$ cat src/rtl/mult4_arbiter_if.sv
// mult4_arbiter_if: requester/consumer bundle around the shared mult4; op_count only with MULT4_ARB_STATS_EN
interface mult4_arbiter_if #(
  parameter int NREQ = 2,
  parameter int IDW  = 1
);
  logic [NREQ-1:0]   req_valid;
  logic [NREQ-1:0]   req_ready;
  logic [4*NREQ-1:0] req_a;
  logic [4*NREQ-1:0] req_b;
  logic              resp_valid;
  logic              resp_ready;
  logic [IDW-1:0]    resp_id;
  logic [3:0]        prod_lo;
  logic [3:0]        prod_hi;
`ifdef MULT4_ARB_STATS_EN
  logic [15:0]       op_count;
  modport master (output req_valid, req_a, req_b, resp_ready,
                  input  req_ready, resp_valid, resp_id, prod_lo, prod_hi, op_count);
  modport slave  (input  req_valid, req_a, req_b, resp_ready,
                  output req_ready, resp_valid, resp_id, prod_lo, prod_hi, op_count);
`else
  modport master (output req_valid, req_a, req_b, resp_ready,
                  input  req_ready, resp_valid, resp_id, prod_lo, prod_hi);
  modport slave  (input  req_valid, req_a, req_b, resp_ready,
                  output req_ready, resp_valid, resp_id, prod_lo, prod_hi);
`endif
endinterface

$ cat src/rtl/mult4_arbiter.sv
// mult4_arbiter: round-robin share of one registered 4x4 multiplier; MULT4_ARB_STATS_EN adds op_count
module mult4_arbiter #(
  parameter int NREQ = 2,
  parameter int IDW  = 1
) (
  input  logic           clk,
  input  logic           rst_n,
  mult4_arbiter_if.slave bus
);
  typedef enum logic [1:0] {IDLE, MUL, RESP} state_t;
  state_t         r_state, w_next;
  logic [IDW-1:0] r_ptr, r_id, w_win, w_idx;
  logic           w_any, w_take;
  logic [3:0]     r_a, r_b;
  logic [7:0]     r_prod;
  // round-robin pick: scan downward from the far end so the nearest valid at/after the pointer wins
  always_comb begin
    w_any = 1'b0;
    w_win = '0;
    w_idx = '0;
    for (int k = NREQ - 1; k >= 0; k--) begin
      w_idx = (int'(r_ptr) + k >= NREQ) ? IDW'(int'(r_ptr) + k - NREQ) : IDW'(int'(r_ptr) + k);
      if (bus.req_valid[w_idx]) begin
        w_any = 1'b1;
        w_win = w_idx;
      end
    end
  end
  // next state and the combinational one-hot grant, only offered in IDLE
  always_comb begin
    w_take        = (r_state == IDLE) && w_any;
    w_next        = (r_state == IDLE) ? (w_any ? MUL : IDLE) :
                    (r_state == MUL)  ? RESP :
                    (bus.resp_ready ? IDLE : RESP);
    bus.req_ready = w_take ? (NREQ'(1) << w_win) : '0;
  end
  // state register
  always_ff @(posedge clk or negedge rst_n)
    if (!rst_n) r_state <= IDLE;
    else        r_state <= w_next;
  // operand capture on grant, product register in MUL; outputs hold while RESP waits
  always_ff @(posedge clk or negedge rst_n)
    if (!rst_n) begin
      r_ptr  <= '0;
      r_id   <= '0;
      r_a    <= '0;
      r_b    <= '0;
      r_prod <= '0;
    end else begin
      if (w_take) begin
        r_a   <= bus.req_a[4*w_win +: 4];
        r_b   <= bus.req_b[4*w_win +: 4];
        r_id  <= w_win;
        r_ptr <= (w_win == IDW'(NREQ - 1)) ? '0 : w_win + 1'b1;
      end
      if (r_state == MUL) r_prod <= 8'(r_a) * 8'(r_b);
    end
  assign bus.resp_valid = (r_state == RESP);
  assign bus.resp_id    = r_id;
  assign bus.prod_lo    = r_prod[3:0];
  assign bus.prod_hi    = r_prod[7:4];
`ifdef MULT4_ARB_STATS_EN
  logic [15:0] r_cnt;
  // completed response handshakes, wrapping
  always_ff @(posedge clk or negedge rst_n)
    if (!rst_n)                                  r_cnt <= '0;
    else if (bus.resp_valid && bus.resp_ready)   r_cnt <= r_cnt + 16'd1;
  assign bus.op_count = r_cnt;
`endif
endmodule

$ cat src/flat_wrapper.sv
// flat-port wrapper written by rule: the top's interface ports become plain ports
module mult4_arbiter_flat 
#(
  parameter int NREQ = 2,
  parameter int IDW  = 1
)
  (clk, rst_n, bus_req_valid, bus_req_a, bus_req_b, bus_resp_ready, bus_req_ready, bus_resp_valid, bus_resp_id, bus_prod_lo, bus_prod_hi);
  mult4_arbiter_if #(.NREQ(NREQ), .IDW(IDW)) bus_i ();
  input  logic clk;
  input  logic rst_n;
  input wire logic [$bits(bus_i.req_valid)-1:0] bus_req_valid;
  input wire logic [$bits(bus_i.req_a)-1:0] bus_req_a;
  input wire logic [$bits(bus_i.req_b)-1:0] bus_req_b;
  input wire logic [$bits(bus_i.resp_ready)-1:0] bus_resp_ready;
  output wire logic [$bits(bus_i.req_ready)-1:0] bus_req_ready;
  output wire logic [$bits(bus_i.resp_valid)-1:0] bus_resp_valid;
  output wire logic [$bits(bus_i.resp_id)-1:0] bus_resp_id;
  output wire logic [$bits(bus_i.prod_lo)-1:0] bus_prod_lo;
  output wire logic [$bits(bus_i.prod_hi)-1:0] bus_prod_hi;
  assign bus_i.req_valid = bus_req_valid;
  assign bus_i.req_a = bus_req_a;
  assign bus_i.req_b = bus_req_b;
  assign bus_i.resp_ready = bus_resp_ready;
  assign bus_req_ready = bus_i.req_ready;
  assign bus_resp_valid = bus_i.resp_valid;
  assign bus_resp_id = bus_i.resp_id;
  assign bus_prod_lo = bus_i.prod_lo;
  assign bus_prod_hi = bus_i.prod_hi;
  mult4_arbiter #(.NREQ(NREQ), .IDW(IDW)) u_core (.clk(clk), .rst_n(rst_n), .bus(bus_i));
endmodule
$ cat config.mk
export PLATFORM = sky130hd
export DESIGN_NAME = mult4_arbiter_flat
export DESIGN_NICKNAME = d
export VERILOG_FILES = /design/src/rtl/mult4_arbiter_if.sv /design/src/rtl/mult4_arbiter.sv /design/src/flat_wrapper.sv
export SDC_FILE = /design/constraint.sdc
export NUM_CORES = 1
export LEC_CHECK = 0
export ABC_AREA = 1
export BUFFER_PORTS_ARGS = -buffer_cell sky130_fd_sc_hd__buf_2
export CORE_UTILIZATION = 35
export CTS_BUF_LIST = sky130_fd_sc_hd__clkbuf_2
export DETAILED_ROUTE_END_ITERATION = 10
export HOLD_SLACK_MARGIN = 0.15
export PLACE_DENSITY = 0.66
export SLEW_MARGIN = 20
export SYNTH_ARGS = -nofsm -noshare
export SYNTH_HDL_FRONTEND = slang
export SYNTH_SLANG_ARGS = --single-unit
$ cat constraint.sdc
create_clock -name clk -period 2.6 [get_ports clk]
set_input_delay 0.52 -clock clk [delete_from_list [all_inputs] [get_ports clk]]
set_output_delay 0.52 -clock clk [all_outputs]
set_load 0.01 [all_outputs]
==> flow_summary_export.csv <==
group,metric,value,unit
sta,worstMarginPinSlew,442,ps
clocking,cts_root_buffer,"clkbuf_2",
clocking,cts_tree,"built",
logic_synthesis,syn_area_per_cell,7.83,µm²
sta,period_needed,2450,ps
routing,drt-met1-wl,1.20,mm
logic_synthesis,async_flop_share,1.00,
clocking,cts_max_level,1,
sta,fin_crit_sh,0.943,
routing,ant_nets,0,
critical_path,crit_required,2850,ps
clocking,clock_latency,320,ps
logic_synthesis,synth_edf_count,0,
placement,pre_cts_slack,62.1,ps
grt,grt_max_degree,21,
placement,io_buffers,32,
grt,grt_util_all_layers,0.148,
routing,top_layer,"met4",
logic_synthesis,syn_area,1280,µm²
logic_synthesis,synth_top_family_by_area,"simple AND/OR/NAND/NOR gates",
logic_synthesis,synth_nets,201,
die,row_count,21,
grt,grt_pass1_vias,1033,
routing,wl_met3,128,µm
power,total_power,1.72,mW
die,pin_count,33,
die,die_x,62.6,µm
critical_path,end_kind,"flop",
sta,fin_ws,148,ps
hold_path,hold_path.class,"in2reg",
flow_run,drv_cap,0,
placement,place_hpwl,2.01,mm
logic_synthesis,synth_common_cells,"nand2_1, inv_1, dfrtp_1, nand3_1, ha_1",
routing,routed_via_density,4.40,
sta,report.final.hold_viol_count,0,
run_status,status,"finished, final reports clean",
logic_synthesis,synth_area_leaders,"dfrtp_1, nand2_1, ha_1, inv_1, fa_1",
clocking,cts.sinks,20,
clocking,cts.path.max_buffers,2,
logic_synthesis,synth_top_cell_by_area,"dfrtp_1",
finish,n_antenna_cell,0,
finish,drive_above_1_share,0.246,
logic_synthesis,synth_mux_area_frac,0,
finish,final_cells,253,
finish,fin_util,0.469,
power,leakage,0.971,nW
logic_synthesis,synth_cell_types,17,
logic_synthesis,syn-instance-count,164,
logic_synthesis,yosysWarningCount,0,
routing,num_vias,1112,
finish,register_area,500,µm²
routing,drt_wl_total,2.52,mm
logic_synthesis,synth_top_area_frac,0.390,
logic_synthesis,synthAdderAreaFrac,0.179,
sta,rsz0062_at_grt,"yes",
logic_synthesis,synth_xor_area_frac,0,
routing,drc_errors,0,
logic_synthesis,synth.most_common_cell,"nand2_1",
placement,place_congestion,0.756,
die,core_area,3420,µm²
power,ir_drop,442,µV
clocking,cts_buffers,3,
finish,multi_input_comb_area,693,µm²
placement,dp_cells,245,
critical_path,crit_fanout,4,
finish,area_growth,24.8,%
finish,fillers,367,
sta,setup_violations,0,
die,dieHeight,62.6,µm
grt,grt_pass1_wl,4.57,mm
grt,grt_overflow,0,
critical_path,crit_arrival,2700,ps
routing,dr_wl_met2,1.16,mm
critical_path,critPathKind,"reg2reg",
logic_synthesis,yosysSeqAreaShare,0.390,
critical_path,critical_path.startpoint_type,"flop",
sta,max_freq,408,MHz
die,die_area,3910,µm²
routing,drt_first_pass_iters,4,
routing,drt_iter0_drc,35,
logic_synthesis,synth_compound_area_frac,0.0692,
die,initial_core_util,0.376,
logic_synthesis,dominantRegCellSynth,"dfrtp_1",
sta,worst_clock_skew,3.90,ps
routing,wl_per_cell,9.97,µm
clocking,clk_pin_slew,200,ps
grt,antenna_found_initial,0,
sta,slew_headroom,0.705,
logic_synthesis,synth_seq_cells,20,
finish,fin_nets,245,
logic_synthesis,yosys.area_share.simple,0.270,
power,power.density,1070,nW/µm²
sta,drv_slew,0,
[cell type report]
| cell class | instances | area share |
|---|---|---|
| well taps | 46 | 0.0359 |
| clock buffers | 3 | 0.00937 |
| multi-input cells | 115 | 0.433 |
| flip-flops and latches | 20 | 0.312 |
| clock inverters | 1 | 0.00234 |
| inverters | 27 | 0.0633 |
| repair buffers | 41 | 0.144 |
[flip-flops by register name (all words and copies together) (netlist names)]
register            count
u_core.bus.resp_id      1
u_core.r_prod           8
u_core.r_a              4
u_core.r_state          2
u_core.r_ptr            1
u_core.r_b              4
[metrics by stage]
stage | area [µm²] | hold WS [ps] | TNS, ps
after floorplan | 1280 | 224 | 0
after global placement | 1520 | 459 | 0
after detailed placement | 1520 | 462 | 0
after CTS | 1550 | 331 | 0
after global routing | 1600 | 315 | -20.3
final | 1600 | 347 | 0
[cell usage in the layout, fill, tap and decap left out, types with 4 or more instances in the layout]
cell type	count
o21ai_0	7
ha_1	10
nand3_1	14
inv_1	26
buf_2	32
dfrtp_1	20
nand2_1	65
nor2_1	4
buf_4	8
[per-layer routing]
| metal | up-vias | track usage |
|---|---|---|
| li1 | 592 | - |
| met1 | 480 | 0.185 |
| met2 | 35 | 0.247 |
| met3 | 5 | 0.0274 |
| met4 | 0 | 0.0610 |
| met5 | - | 0 |
[where the power goes]
part           switching (mW)  internal (mW)
registers              0.0890          0.448
clock network           0.100         0.0334
logic                   0.593          0.456
total                   0.783          0.937
[cell families after synthesis]
kind of cell | Yosys count
buffers and inverters | 29
AND/OR/NAND/NOR | 85
flip-flops | 20
AO/OA/AOI/OAI | 14
adder cells (fa/ha/maj) | 16
[what timing repair did]
item,CTS,global route
setup endpoints to repair,0,2
hold endpoints to repair,20,0
hold buffers,1,0
setup buffers,0,3
gates resized for setup,0,4
[final timing paths]
| check | to | cells after the start | start | slack, ps |
|---|---|---|---|---|
| worst max-delay path | u_core.r_prod[7] | 14 | u_core.r_b[3] | 150 |
| worst min-delay path | u_core.r_state[1] | 2 | bus_resp_ready | 350 |
| min in group asynchronous | u_core.r_prod[2] | 2 | rst_n | 630 |
| max in group asynchronous | u_core.r_a[3] | 2 | rst_n | 1670 |
| worst min register to register | u_core.r_prod[2] | 2 | u_core.r_prod[2] | 500 |
| worst max register to register | u_core.r_prod[7] | 14 | u_core.r_b[3] | 150 |
[critical path: stages (launching register included)]
cell,delay [ps]
dfrtp_1,420
buf_4,130
buf_4,130
nand2_1,50
inv_1,50
fa_1,470
ha_1,340
ha_4,280
inv_1,40
nand2_1,90
nand3_1,110
nand2_1,70
nand2_1,40
nand3_1,70
nand2_1,50
Note: power is estimated with default switching activity, not from simulation.
